[src/rtl/pc_sequencer.sv]
// pc_sequencer: multicycle instruction sequencer for a tiny 32-bit ISA.
// Each instruction passes through FETCH, DECODE and EXECUTE. ALU instructions
// also take a WRITEBACK cycle. The program counter is 5 bits wide, so it
// addresses a 32-word instruction memory.
// The instruction memory and the register file are external and combinational.
// All outputs are driven straight from registers.
module pc_sequencer (
    input  logic        clk,
    input  logic        rst_n,
    input  logic        start,
    output logic [4:0]  imem_addr,
    input  logic [31:0] imem_instr,
    output logic [4:0]  rf_ra1,
    output logic [4:0]  rf_ra2,
    input  logic [31:0] rf_rd1,
    input  logic [31:0] rf_rd2,
    output logic [4:0]  rf_wa,
    output logic [31:0] rf_wd,
    output logic        rf_we,
    output logic        busy,
    output logic        halted,
    output logic        illegal,
    output logic [15:0] instr_count
);

    // Opcode map
    localparam logic [5:0] OP_NOP  = 6'd0;
    localparam logic [5:0] OP_ADD  = 6'd2;
    localparam logic [5:0] OP_SUB  = 6'd3;
    localparam logic [5:0] OP_AND  = 6'd4;
    localparam logic [5:0] OP_OR   = 6'd5;
    localparam logic [5:0] OP_ADDI = 6'd6;
    localparam logic [5:0] OP_SUBI = 6'd7;
    localparam logic [5:0] OP_BEQ  = 6'd8;
    localparam logic [5:0] OP_J    = 6'd9;
    localparam logic [5:0] OP_HALT = 6'd63;

    typedef enum logic [2:0] {
        ST_IDLE      = 3'd0,
        ST_FETCH     = 3'd1,
        ST_DECODE    = 3'd2,
        ST_EXECUTE   = 3'd3,
        ST_WRITEBACK = 3'd4,
        ST_HALT      = 3'd5
    } state_t;

    // Instruction classes. Each class selects its own EXECUTE behaviour.
    typedef enum logic [2:0] {
        CL_NOP     = 3'd0,
        CL_ALU_R   = 3'd1,
        CL_ALU_I   = 3'd2,
        CL_BEQ     = 3'd3,
        CL_J       = 3'd4,
        CL_HALT    = 3'd5,
        CL_ILLEGAL = 3'd6
    } iclass_t;

    // Maps an opcode to its instruction class. Unlisted opcodes are illegal.
    function automatic iclass_t classify(input logic [5:0] op);
        iclass_t cl;
        case (op)
            OP_NOP:                         cl = CL_NOP;
            OP_ADD, OP_SUB, OP_AND, OP_OR:  cl = CL_ALU_R;
            OP_ADDI, OP_SUBI:               cl = CL_ALU_I;
            OP_BEQ:                         cl = CL_BEQ;
            OP_J:                           cl = CL_J;
            OP_HALT:                        cl = CL_HALT;
            default:                        cl = CL_ILLEGAL;
        endcase
        return cl;
    endfunction

    // ALU. Arithmetic is modulo 2^32 and carries or borrows are discarded.
    // The immediate is zero-extended.
    function automatic logic [31:0] alu_eval(input logic [5:0]  op,
                                             input logic [31:0] a,
                                             input logic [31:0] b,
                                             input logic [15:0] imm);
        logic [31:0] res;
        logic [31:0] imm_ext;
        imm_ext = {16'd0, imm};
        case (op)
            OP_ADD:  res = a + b;
            OP_SUB:  res = a - b;
            OP_AND:  res = a & b;
            OP_OR:   res = a | b;
            OP_ADDI: res = a + imm_ext;
            OP_SUBI: res = a - imm_ext;
            default: res = 32'd0;
        endcase
        return res;
    endfunction

    state_t       state_r;
    state_t       next_state_s;

    logic [4:0]   pc_r;
    logic [31:0]  ir_r;
    logic [31:0]  a_r;
    logic [31:0]  b_r;
    logic [31:0]  result_r;
    logic [15:0]  instr_count_r;
    logic         illegal_r;
    logic [4:0]   rf_ra1_r;
    logic [4:0]   rf_ra2_r;
    logic [4:0]   rf_wa_r;
    logic         rf_we_r;
    logic         busy_r;
    logic         halted_r;

    // Decoded view of the instruction register
    logic [5:0]   op_s;
    logic [4:0]   rt_s;
    logic [4:0]   rd_s;
    logic [15:0]  imm_s;
    logic [4:0]   jump_pc_s;
    iclass_t      iclass_s;
    logic [31:0]  alu_out_s;
    logic [4:0]   dest_s;
    logic [4:0]   pc_seq_s;
    logic [4:0]   pc_next_s;

    // Next-cycle values of the registered status outputs
    logic         busy_s;
    logic         halted_s;
    logic         rf_we_s;

    assign op_s      = ir_r[31:26];
    assign rt_s      = ir_r[20:16];
    assign rd_s      = ir_r[15:11];
    assign imm_s     = ir_r[15:0];
    assign jump_pc_s = ir_r[4:0];
    assign iclass_s  = classify(op_s);
    assign alu_out_s = alu_eval(op_s, a_r, b_r, imm_s);
    assign pc_seq_s  = pc_r + 5'd1;

    // Selects the destination register. R-type writes rd and I-type writes rt.
    always_comb begin
        dest_s = rd_s;
        if (iclass_s == CL_ALU_I) begin
            dest_s = rt_s;
        end else begin
            dest_s = rd_s;
        end
    end

    // Computes the next pc. All results wrap modulo 32.
    always_comb begin
        pc_next_s = pc_seq_s;
        case (iclass_s)
            CL_BEQ: begin
                if (a_r == b_r) begin
                    pc_next_s = pc_seq_s + imm_s[4:0];
                end else begin
                    pc_next_s = pc_seq_s;
                end
            end
            CL_J:    pc_next_s = jump_pc_s;
            default: pc_next_s = pc_seq_s;
        endcase
    end

    // State register. Reset aborts any instruction in flight.
    always_ff @(posedge clk or negedge rst_n) begin
        if (!rst_n) begin
            state_r <= ST_IDLE;
        end else begin
            state_r <= next_state_s;
        end
    end

    // Next-state logic. start is honoured only in IDLE and HALT.
    always_comb begin
        next_state_s = state_r;
        case (state_r)
            ST_IDLE, ST_HALT: begin
                if (start) begin
                    next_state_s = ST_FETCH;
                end else begin
                    next_state_s = state_r;
                end
            end
            ST_FETCH:     next_state_s = ST_DECODE;
            ST_DECODE:    next_state_s = ST_EXECUTE;
            ST_EXECUTE: begin
                case (iclass_s)
                    CL_ALU_R, CL_ALU_I:   next_state_s = ST_WRITEBACK;
                    CL_NOP, CL_BEQ, CL_J: next_state_s = ST_FETCH;
                    default:              next_state_s = ST_HALT;
                endcase
            end
            ST_WRITEBACK: next_state_s = ST_FETCH;
            default:      next_state_s = ST_IDLE;
        endcase
    end

    // Output decode. Computes the values the status registers take next cycle.
    always_comb begin
        busy_s   = 1'b0;
        halted_s = 1'b0;
        rf_we_s  = 1'b0;
        case (next_state_s)
            ST_FETCH, ST_DECODE, ST_EXECUTE, ST_WRITEBACK: busy_s = 1'b1;
            ST_HALT:                                       halted_s = 1'b1;
            default: begin
                busy_s   = 1'b0;
                halted_s = 1'b0;
            end
        endcase
        if ((state_r == ST_EXECUTE) &&
            ((iclass_s == CL_ALU_R) || (iclass_s == CL_ALU_I)) &&
            (dest_s != 5'd0)) begin
            rf_we_s = 1'b1;
        end else begin
            rf_we_s = 1'b0;
        end
    end

    // Status output registers. The write enable is high only in WRITEBACK.
    always_ff @(posedge clk or negedge rst_n) begin
        if (!rst_n) begin
            busy_r   <= 1'b0;
            halted_r <= 1'b0;
            rf_we_r  <= 1'b0;
        end else begin
            busy_r   <= busy_s;
            halted_r <= halted_s;
            rf_we_r  <= rf_we_s;
        end
    end

    // Datapath: pc, IR, operands, result, retire counter and the illegal flag
    always_ff @(posedge clk or negedge rst_n) begin
        if (!rst_n) begin
            pc_r          <= 5'd0;
            ir_r          <= 32'd0;
            a_r           <= 32'd0;
            b_r           <= 32'd0;
            result_r      <= 32'd0;
            instr_count_r <= 16'd0;
            illegal_r     <= 1'b0;
            rf_ra1_r      <= 5'd0;
            rf_ra2_r      <= 5'd0;
            rf_wa_r       <= 5'd0;
        end else begin
            case (state_r)
                ST_IDLE, ST_HALT: begin
                    if (start) begin
                        pc_r          <= 5'd0;
                        instr_count_r <= 16'd0;
                        illegal_r     <= 1'b0;
                    end
                end
                ST_FETCH: begin
                    // The read addresses are loaded here, so they are stable
                    // for the whole DECODE cycle.
                    ir_r     <= imem_instr;
                    rf_ra1_r <= imem_instr[25:21];
                    rf_ra2_r <= imem_instr[20:16];
                end
                ST_DECODE: begin
                    a_r <= rf_rd1;
                    b_r <= rf_rd2;
                end
                ST_EXECUTE: begin
                    case (iclass_s)
                        CL_ALU_R, CL_ALU_I: begin
                            result_r <= alu_out_s;
                            rf_wa_r  <= dest_s;
                            pc_r     <= pc_next_s;
                        end
                        CL_NOP, CL_BEQ, CL_J: begin
                            pc_r          <= pc_next_s;
                            instr_count_r <= instr_count_r + 16'd1;
                        end
                        CL_HALT: begin
                            instr_count_r <= instr_count_r + 16'd1;
                        end
                        default: begin
                            illegal_r <= 1'b1;
                        end
                    endcase
                end
                ST_WRITEBACK: begin
                    instr_count_r <= instr_count_r + 16'd1;
                end
                default: begin
                    pc_r <= pc_r;
                end
            endcase
        end
    end

    assign imem_addr   = pc_r;
    assign rf_ra1      = rf_ra1_r;
    assign rf_ra2      = rf_ra2_r;
    assign rf_wa       = rf_wa_r;
    assign rf_wd       = result_r;
    assign rf_we       = rf_we_r;
    assign busy        = busy_r;
    assign halted      = halted_r;
    assign illegal     = illegal_r;
    assign instr_count = instr_count_r;

endmodule

[config.mk]
export PLATFORM = sky130hd
export DESIGN_NAME = pc_sequencer
export DESIGN_NICKNAME = d
export VERILOG_FILES = /design/src/rtl/pc_sequencer.sv
export SDC_FILE = /design/constraint.sdc
export NUM_CORES = 1
export LEC_CHECK = 0
export ABC_CLOCK_PERIOD_IN_PS = 5200
export BUFFER_PORTS_ARGS = -buffer_cell sky130_fd_sc_hd__buf_2
export CORE_UTILIZATION = 32
export DETAILED_ROUTE_END_ITERATION = 8
export SKIP_CTS_REPAIR_TIMING = 1
export SYNTH_ARGS = -nofsm -noshare
export SYNTH_HDL_FRONTEND = slang
export SYNTH_SLANG_ARGS = --single-unit
[constraint.sdc]
create_clock -name clk -period 5.2 [get_ports clk]
set_clock_uncertainty 0.2 [all_clocks]
set_input_delay 0.52 -clock clk [delete_from_list [all_inputs] [get_ports clk]]
set_output_delay 0.52 -clock clk [all_outputs]
set_load 0.05 [all_outputs]
### Word level (Yosys, flattened, before mapping)

Cells that the tools add are included.

* flip-flop bits (word level): 171
* word-level logic and storage cells: 94
* input port bits: 99
* output and inout port bits: 72

* eq/ne operators: 29
* multiplexer cells: 20
* reductions and logical operators: 22
* bitwise logic cells: 2
* $add $sub $neg: 7

Operator list (number)
* 32-bit case mux with 6 select lines: 1
* 16-bit case mux with 3 select lines: 1
* 32-bit by 16-bit adder with 32-bit output: 1
* 32-bit adder: 1
* 32-bit AND: 1
* 32-bit == test: 1
* 16-bit 2-to-1 mux: 2
* 32-bit OR: 1
* 32-bit by 16-bit subtractor with 32-bit output: 1
* 32-bit subtractor: 1
* 6-bit by 3-bit == test with 1-bit output (second input constant): 4
* 5-bit 2-to-1 mux: 4
* 5-bit case mux with 2 select lines: 2
* 3-bit by 2-bit == test with 1-bit output (second input constant): 6
* 3-bit == test (second input constant): 6
* 3-bit case mux with 6 select lines: 1
* 16-bit by 1-bit adder with 16-bit output (second input constant): 1
* 3-bit case mux with 5 select lines: 1
* 6-bit by 2-bit == test with 1-bit output (second input constant): 2
* 6-bit by 4-bit == test with 1-bit output (second input constant): 2
* 4-bit OR reduction: 3
* 3-bit by 1-bit == test with 1-bit output (second input constant): 3
* 3-bit AND reduction: 3
* 2-bit inequality test (second input constant): 4
* 19 further kinds: 27

### Depth between registers and ports, before layout

Gate-level depths: netlist (run 1).

* depth after elaboration: 10
* mapped depth: 20
* gate-level depth less buffers: 19

### Worst setup path before layout (run 1)

OpenSTA, ideal clock, no wires.

* path type: register -> register
* start point: register b_r[5]
* end point: register result_r[28] (netlist: rf_wd[28])
* clock period less this slack: 4493 ps
* slack: 707 ps
* arrival: 4174 ps
* data required time: 4881 ps
* stages on the path, launching flop included: 19
* buffers on the path: 0
* library setup time: 119 ps
* cells stage by stage: dfrtp_1 or4_1 nor4_4 nand3_1 or3_1 nor2_1 nand2_1 xnor2_1 a21oi_1 ha_1 a21o_1 a21o_1 a21o_1 a2111oi_0 nor2_1 a221oi_1 xor2_1 o221ai_1 o21a_1

* longest elaborated chain between the ends: 2
* elaborated cells on any way between the ends: 3
* those cells by class: add/sub: 2; mux: 1

RTL lines
* start, declared: RTL line 100 `logic [31:0] b_r;`
* start signal, assigned: RTL line 263 `b_r <= rf_rd2;`
* 32-bit subtractor or 32-bit adder (tied branches): RTL line 84, 83
* 32-bit case mux with 6 select lines (*): RTL line 82 `case (op)`
* end signal, assigned: RTL line 268 `result_r <= alu_out_s;`
* end, declared: RTL line 101 `logic [31:0] result_r;`

Mark *: on every way between the ends. The rest lies on a longest branch, timed or not.
A chain may end at the register's enable or synchronous reset.

### Worst setup path after layout (run 1)

* start point: register ir_r[29]
* end point: register result_r[20] (netlist: rf_wd[20])

* longest elaborated chain between the ends: 6
* elaborated cells on any way between the ends: 18
* those cells by class: eq/ne: 11; mux: 2; reduce/logical: 5

RTL lines
* start, declared: RTL line 98 `logic [31:0] ir_r;`
* start signal, assigned: RTL line 257 `ir_r <= imem_instr;`
* 6-bit by 3-bit == test with 1-bit output or 6-bit by 2-bit == test with 1-bit output (tied branches): RTL line 61, 82
* 4-bit OR reduction or 2-bit OR reduction (tied branches): RTL line 61 `case (op)`
* 3-bit case mux with 6 select lines: RTL line 61
* 3-bit by 2-bit == test with 1-bit output or 3-bit by 1-bit == test with 1-bit output (tied branches): RTL line 266 `case (iclass_s)`
* 2-bit OR reduction
* 2-bit AND reduction (no source line)

Parallel ways exist; a longest one is shown, timed or not.

==> impl_metrics.tcl, run 1 <==
set metrics [dict create \
    cp-start-kind "flop" \
    final_area_sq_mm 0.0148 \
    rrSetupSlack_ps 350 \
    synthTopCellsByCount "nand2_1 (169), o21ai_0 (163), dfrtp_1 (161)" \
    synth_top_area_cell "dfrtp_1" \
    ys_seq_area_share_pct 31.6 \
    tns_ps 0 \
    status "completed" \
    async_flop_share_pct 100 \
    ff2ff_path_depth 13 \
    grt_overflow_total 0 \
    clock_sinks 161 \
    cts_max_path_buffers 2 \
    reg2reg_to "rf_wd[20]" \
    worstSkewPairLatency_ps 460 \
    finalWirelength_mm 41.6 \
    final_core_util_pct 38.1 \
    die_h_microns 202 \
    first_global_vias 11476 \
    worstHoldEndpoint "a_r[23]" \
    cts_buffers 17 \
    fin_crit_sh_pct 93.3 \
    power_mw 11.8 \
    drv_cap 0 \
    drtAntennaViolNets 0 \
    synth-seq-cells 161 \
    min_from "rf_rd1[23]" \
    routed-via-count 11733 \
    worst_slew_pin_slew_ps 1120 \
    holdWs_ps 61.0 \
    worstHoldPathCells 3 \
    cts_tree "built" \
    antenna_found_initial 1 \
    crit_fanout 10 \
    post-route-min-period_ps 4850 \
    cp-end-kind "flop" \
    route.detailed.drc 0 \
    cp_cell_sequence "nor3_2 > and3_1 > o21ai_0 > ha_1 > fa_1 > nand2b_1 > a211oi_1 > o21ai_0 > a31o_2 > o21ai_0 > xor2_1 > a221oi_1 > a21oi_1" \
    timing.slew.headroom_pct 25.3 \
    viasPerCell 5.29 \
    htree_levels 4 \
    drv_slew 0 \
    globalplace.congestion 0.885 \
    slowest_delay_ps 600 \
    dp_hpwl_mm 31.4 \
    routed-wl-met2_mm 19.3 \
    met3_length_mm 2.04 \
    grt_util_all_layers_pct 20.5 \
    rows 72 \
    synthMostInstantiatedCell "nand2_1" \
    vdd_drop_max_uv 301 \
    synth-main-ff-cell "dfrtp_1" \
    grt_pass1_wl_mm 64.8 \
    hold_class "input pin to flop" \
    leakage_nw 6.74 \
    io_pins 171 \
    port_buffers 170 \
    drive_gt1_share_pct 16.4 \
    placed_cell_area_sq_mm 0.0142 \
    crit_path_frequent_cell "o21ai_0" \
    regToRegStartpoint "ir_r[29]" \
    syn_nets 1777 \
    dieArea_sq_mm 0.0406 \
    rsz0062_at_grt "false" \
    synth_cells 1540 \
    initial_core_util_pct 32.7 \
    syn_area_per_cell_sq_um 8.27 \
    clk_pin_slew_ps 70 \
    crit_arrival_ps 4980 \
    ys_top_cells_by_area "dfrtp_1 (32%), ha_1 (13%), o21ai_0 (6.4%), xnor2_1 (5.2%), nand2_1 (5.0%)" \
    crit_buf_inv 0 \
    syn-cell-area_sq_mm 0.0127 \
    routedWlPerCell_microns 18.7 \
    max_freq_mhz 206 \
    wl_met1_mm 18.8 \
    routed.top_layer "met4" \
    core_sq_mm 0.0389 \
    drtIter0Drc 622 \
    slowest_stage "nor3_2" \
    first_pass_iters 5 \
    required_ps 5330 \
    crit_family "compound AO/OA/AOI/OAI gates" \
    grt_max_degree 79 \
    area_growth_pct 16.5 \
    synth_top_area_share_pct 31.6 \
    cts-root-buf "clkbuf_16" \
    path_class "flop to flop" \
    synth-edff-count 0 \
    setup_viol 0 \
    ys_warn_count 0 \
    worst-path-stages 13 \
    hold_viol 0 \
    p_per_area_mw_per_mm2 793 \
    fp.dieW_microns 202 \
    synth_cell_types 71 \
    final_nets 1923 \
]
## registers in the layout, indices dropped and copies added, names as in the netlist
name,flops
imem_addr,5
b_r,32
rf_wd,32
a_r,32
state_r,3
instr_count,16
ir_r,32
rf_we,1
busy,1
rf_wa,5
illegal,1
halted,1
## worst max path at each step
stage	from	to	slack (ps)
2_1_floorplan	b_r[5]	rf_wd[28]	710
3_3_place_gp	ir_r[29]	rf_wd[20]	400
3_5_place_dp	ir_r[1]	rf_wd[25]	320
4_1_cts	ir_r[1]	rf_wd[25]	290
5_1_grt	ir_r[29]	rf_wd[20]	10
6_report	ir_r[29]	rf_wd[20]	350
## report_power, final
part / total (mW) / internal [mW] / switching (mW)
combinational: 7.78 / 2.89 / 4.90
sequential: 2.52 / 1.81 / 0.719
clock: 1.46 / 0.836 / 0.619
## routing by layer
| layer | vias up | GRT usage (%) |
|---|---|---|
| met5 | - | 0 |
| met4 | 0 | 9.04 |
| met1 | 5637 | 27.3 |
| met2 | 358 | 32.7 |
| li1 | 5675 | - |
| met3 | 63 | 3.26 |
## worst register-to-register path, stage by stage (launching register included)
cell	delay, ps
dfrtp_1	470
nor3_2	600
and3_1	500
o21ai_0	140
ha_1	230
fa_1	400
nand2b_1	210
a211oi_1	330
o21ai_0	260
a31o_2	320
o21ai_0	420
xor2_1	190
a221oi_1	340
a21oi_1	120
## logic make-up (layout without fill, tap and decap cells)
kind of cell,after synthesis,after routing,share of synthesized area (%)
compound gates,433,433,20.7
xor+xnor,109,109,7.49
fa+ha+maj,138,138,13.7
buf+inv,181,340,5.74
flops,161,161,31.6
mux,34,34,2.98
other cells,0,1,0
simple gates,484,484,17.8
## placed cells by master, fill, tap and decap left out, drive strengths merged, types with 22 or more instances in the layout
cell / Yosys / layout
a21oi: 120 / 120
a221oi: 22 / 22
nor3: 29 / 29
xnor2: 75 / 75
nand3: 32 / 32
dfrtp: 161 / 161
o21ai: 167 / 167
ha: 135 / 135
buf: 14 / 190
mux2: 29 / 29
nand2: 169 / 169
xor2: 34 / 34
inv: 117 / 123
nor2: 139 / 139
## layout make-up
class	instances	area, sq um
clock buffer	18	439
inverter	117	439
timing repair buffer	191	1030
tap	518	648
fill	4055	24100
sequential	161	4030
multi-input combinational	1198	8040
antenna	1	2.50
clock inverter	14	218
## per-stage QoR
step / setup slack [ps] / std cells
after detailed placement: 320 / 2184
after floorplan: 707 / 1540
after CTS: 289 / 2216
final: 349 / 2218
after global routing: 10.2 / 2218
after global placement: 400 / 2184
No activity file was read; power rests on OpenSTA's default activity.
==> run 2: changes to the inputs <==
BUFFER_PORTS_ARGS = default   (was -buffer_cell sky130_fd_sc_hd__buf_2)
CORE_ASPECT_RATIO = 0.8   (was default)
DONT_BUFFER_PORTS = 1   (was default)
==> impl_metrics.tcl, run 2 (same netlist as run 1, synthesis figures left out) <==
set metrics [dict create \
    status "complete, but fails checks" \
    violations "negative hold slack" \
    holdWs_ps -34.1 \
    dieArea_sq_mm 0.0406 \
    slowest_delay_ps 810 \
    crit_fanout 8 \
    drtIter0Drc 980 \
    hold_viol 20 \
    first_pass_iters 5 \
    drtAntennaViolNets 0 \
    cp-start-kind "flop" \
    dp_hpwl_mm 31.4 \
    die_h_microns 180 \
    fin_crit_sh_pct 93.9 \
    grt_pass1_wl_mm 64.6 \
    cp-end-kind "flop" \
    drv_slew 0 \
    cts-root-buf "clkbuf_16" \
    timing.slew.headroom_pct 20.6 \
    drive_gt1_share_pct 6.65 \
    slowest_stage "o21ai_0" \
    rsz0062_at_grt "false" \
    leakage_nw 6.27 \
    hold_class "input pin to flop" \
    io_pins 171 \
    multi_input_area_sq_mm 0.00802 \
    setup_viol 0 \
    antenna_found_initial 4 \
    area_growth_pct 14.9 \
    required_ps 5350 \
    route.detailed.drc 0 \
    grt_max_degree 162 \
    clk_pin_slew_ps 70 \
    seq_area_sq_mm 0.00403 \
    worstSkewPairLatency_ps 470 \
    worst_slew_pin_slew_ps 1160 \
    max_freq_mhz 205 \
    instances_no_fill 2126 \
    drv_cap 0 \
    layout_commonest_cell "nand2_1" \
    grt_overflow_total 0 \
    vdd_drop_max_uv 307 \
    finalWirelength_mm 41.5 \
    rows 64 \
    final_core_util_pct 37.8 \
    cp_cell_sequence "inv_1 > ha_1 > nor3b_1 > nor3b_2 > nand2_1 > nor3_1 > o21ai_0 > o21ai_0 > ha_1 > inv_1 > o21bai_1 > a21oi_1 > o21ai_0 > a221o_1 > a31oi_1 > xnor2_1 > a221oi_1 > a21oi_1" \
    globalplace.congestion 0.976 \
    crit_path_frequent_cell "o21ai_0" \
    final_nets 1823 \
    cts_buffers 17 \
    port_buffers 0 \
    tns_ps 0 \
    initial_core_util_pct 32.9 \
    first_global_vias 10882 \
    path_class "flop to flop" \
    grt_util_all_layers_pct 20.6 \
    post-route-min-period_ps 4880 \
    ff2ff_path_depth 18 \
    routed-via-count 11485 \
    core_sq_mm 0.0388 \
    dp.cells 2026 \
    htree_levels 4 \
    crit_arrival_ps 5030 \
    final_cell_mix "nand2_1 (169), o21ai_0 (162), dfrtp_1 (161), nor2_1 (137), ha_1 (135)" \
    fp.dieW_microns 225 \
    cts_tree "built" \
    p_per_area_mw_per_mm2 787 \
    worstHoldPathCells 2 \
    fillers 3968 \
    cts_max_path_buffers 2 \
    viasPerCell 5.40 \
    clock_sinks 161 \
    routedWlPerCell_microns 19.5 \
]
run 2: cell count changes in the layout (fill, tap and decap cells not counted), sizes merged:
cell         before  now
clkinvlp          2    4
dlygate4sd3       1   68
buf             190   23
inv             123  117
diode             1    3
run 2: power breakdown:
part	switching (mW)	internal, mW	leakage, nW
logic	4.08	2.76	3.98
clock network	0.548	0.803	0.282
registers	1.53	1.79	2.01
total	6.16	5.35	6.27
run 2: final cells by class:
type	instances	area share, %
multi-input combinational	1198	54.7
inverter	117	3.00
clock buffer	18	3.00
antenna	3	0.0513
tap	528	4.51
sequential	161	27.5
clock inverter	10	1.12
timing repair buffer	91	6.05
run 2: critical path, delay by kind of cell (launching register included):
| kind | cells | cell delay, ps |
|---|---|---|
| simple gates | 4 | 530 |
| compound gates | 9 | 2540 |
| xor+xnor | 1 | 140 |
| buf+inv | 2 | 250 |
| fa+ha+maj | 2 | 630 |
| flops | 1 | 460 |
run 2: worst paths after layout:
check | endpoint | from | slack (ps)
min in group asynchronous | instr_count[10] | rst_n | 490
setup reg to reg | rf_wd[22] | ir_r[1] | 320
hold / removal | a_r[23] | rf_rd1[23] | -30
max in group asynchronous | a_r[28] | rst_n | 3560
setup / recovery | rf_wd[22] | ir_r[1] | 320
hold reg to reg | ir_r[6] | ir_r[6] | 380
run 2: metrics by stage:
step / setup WS, ps / area, sq um / power [mW] / hold slack, ps
finish: 319 / 14600 / 11.5 / -34.1
floorplan: 707 / 12700 / 8.22 / 24.4
global route: 9.66 / 14600 / 12.5 / -3.52
detailed placement: 305 / 13300 / 9.96 / 36.9
CTS: 293 / 13900 / 11.4 / -467
global placement: 404 / 13300 / 9.84 / 38.5
run 2: routing by layer:
metal | vias up | wire (microns) | GRT usage (%)
met2 | 405 | 17000 | 29.0
met5 | - | 13 | 0
li1 | 5471 | - | -
met3 | 31 | 3570 | 6.54
met4 | 2 | 432 | 4.65
met1 | 5576 | 20400 | 30.2
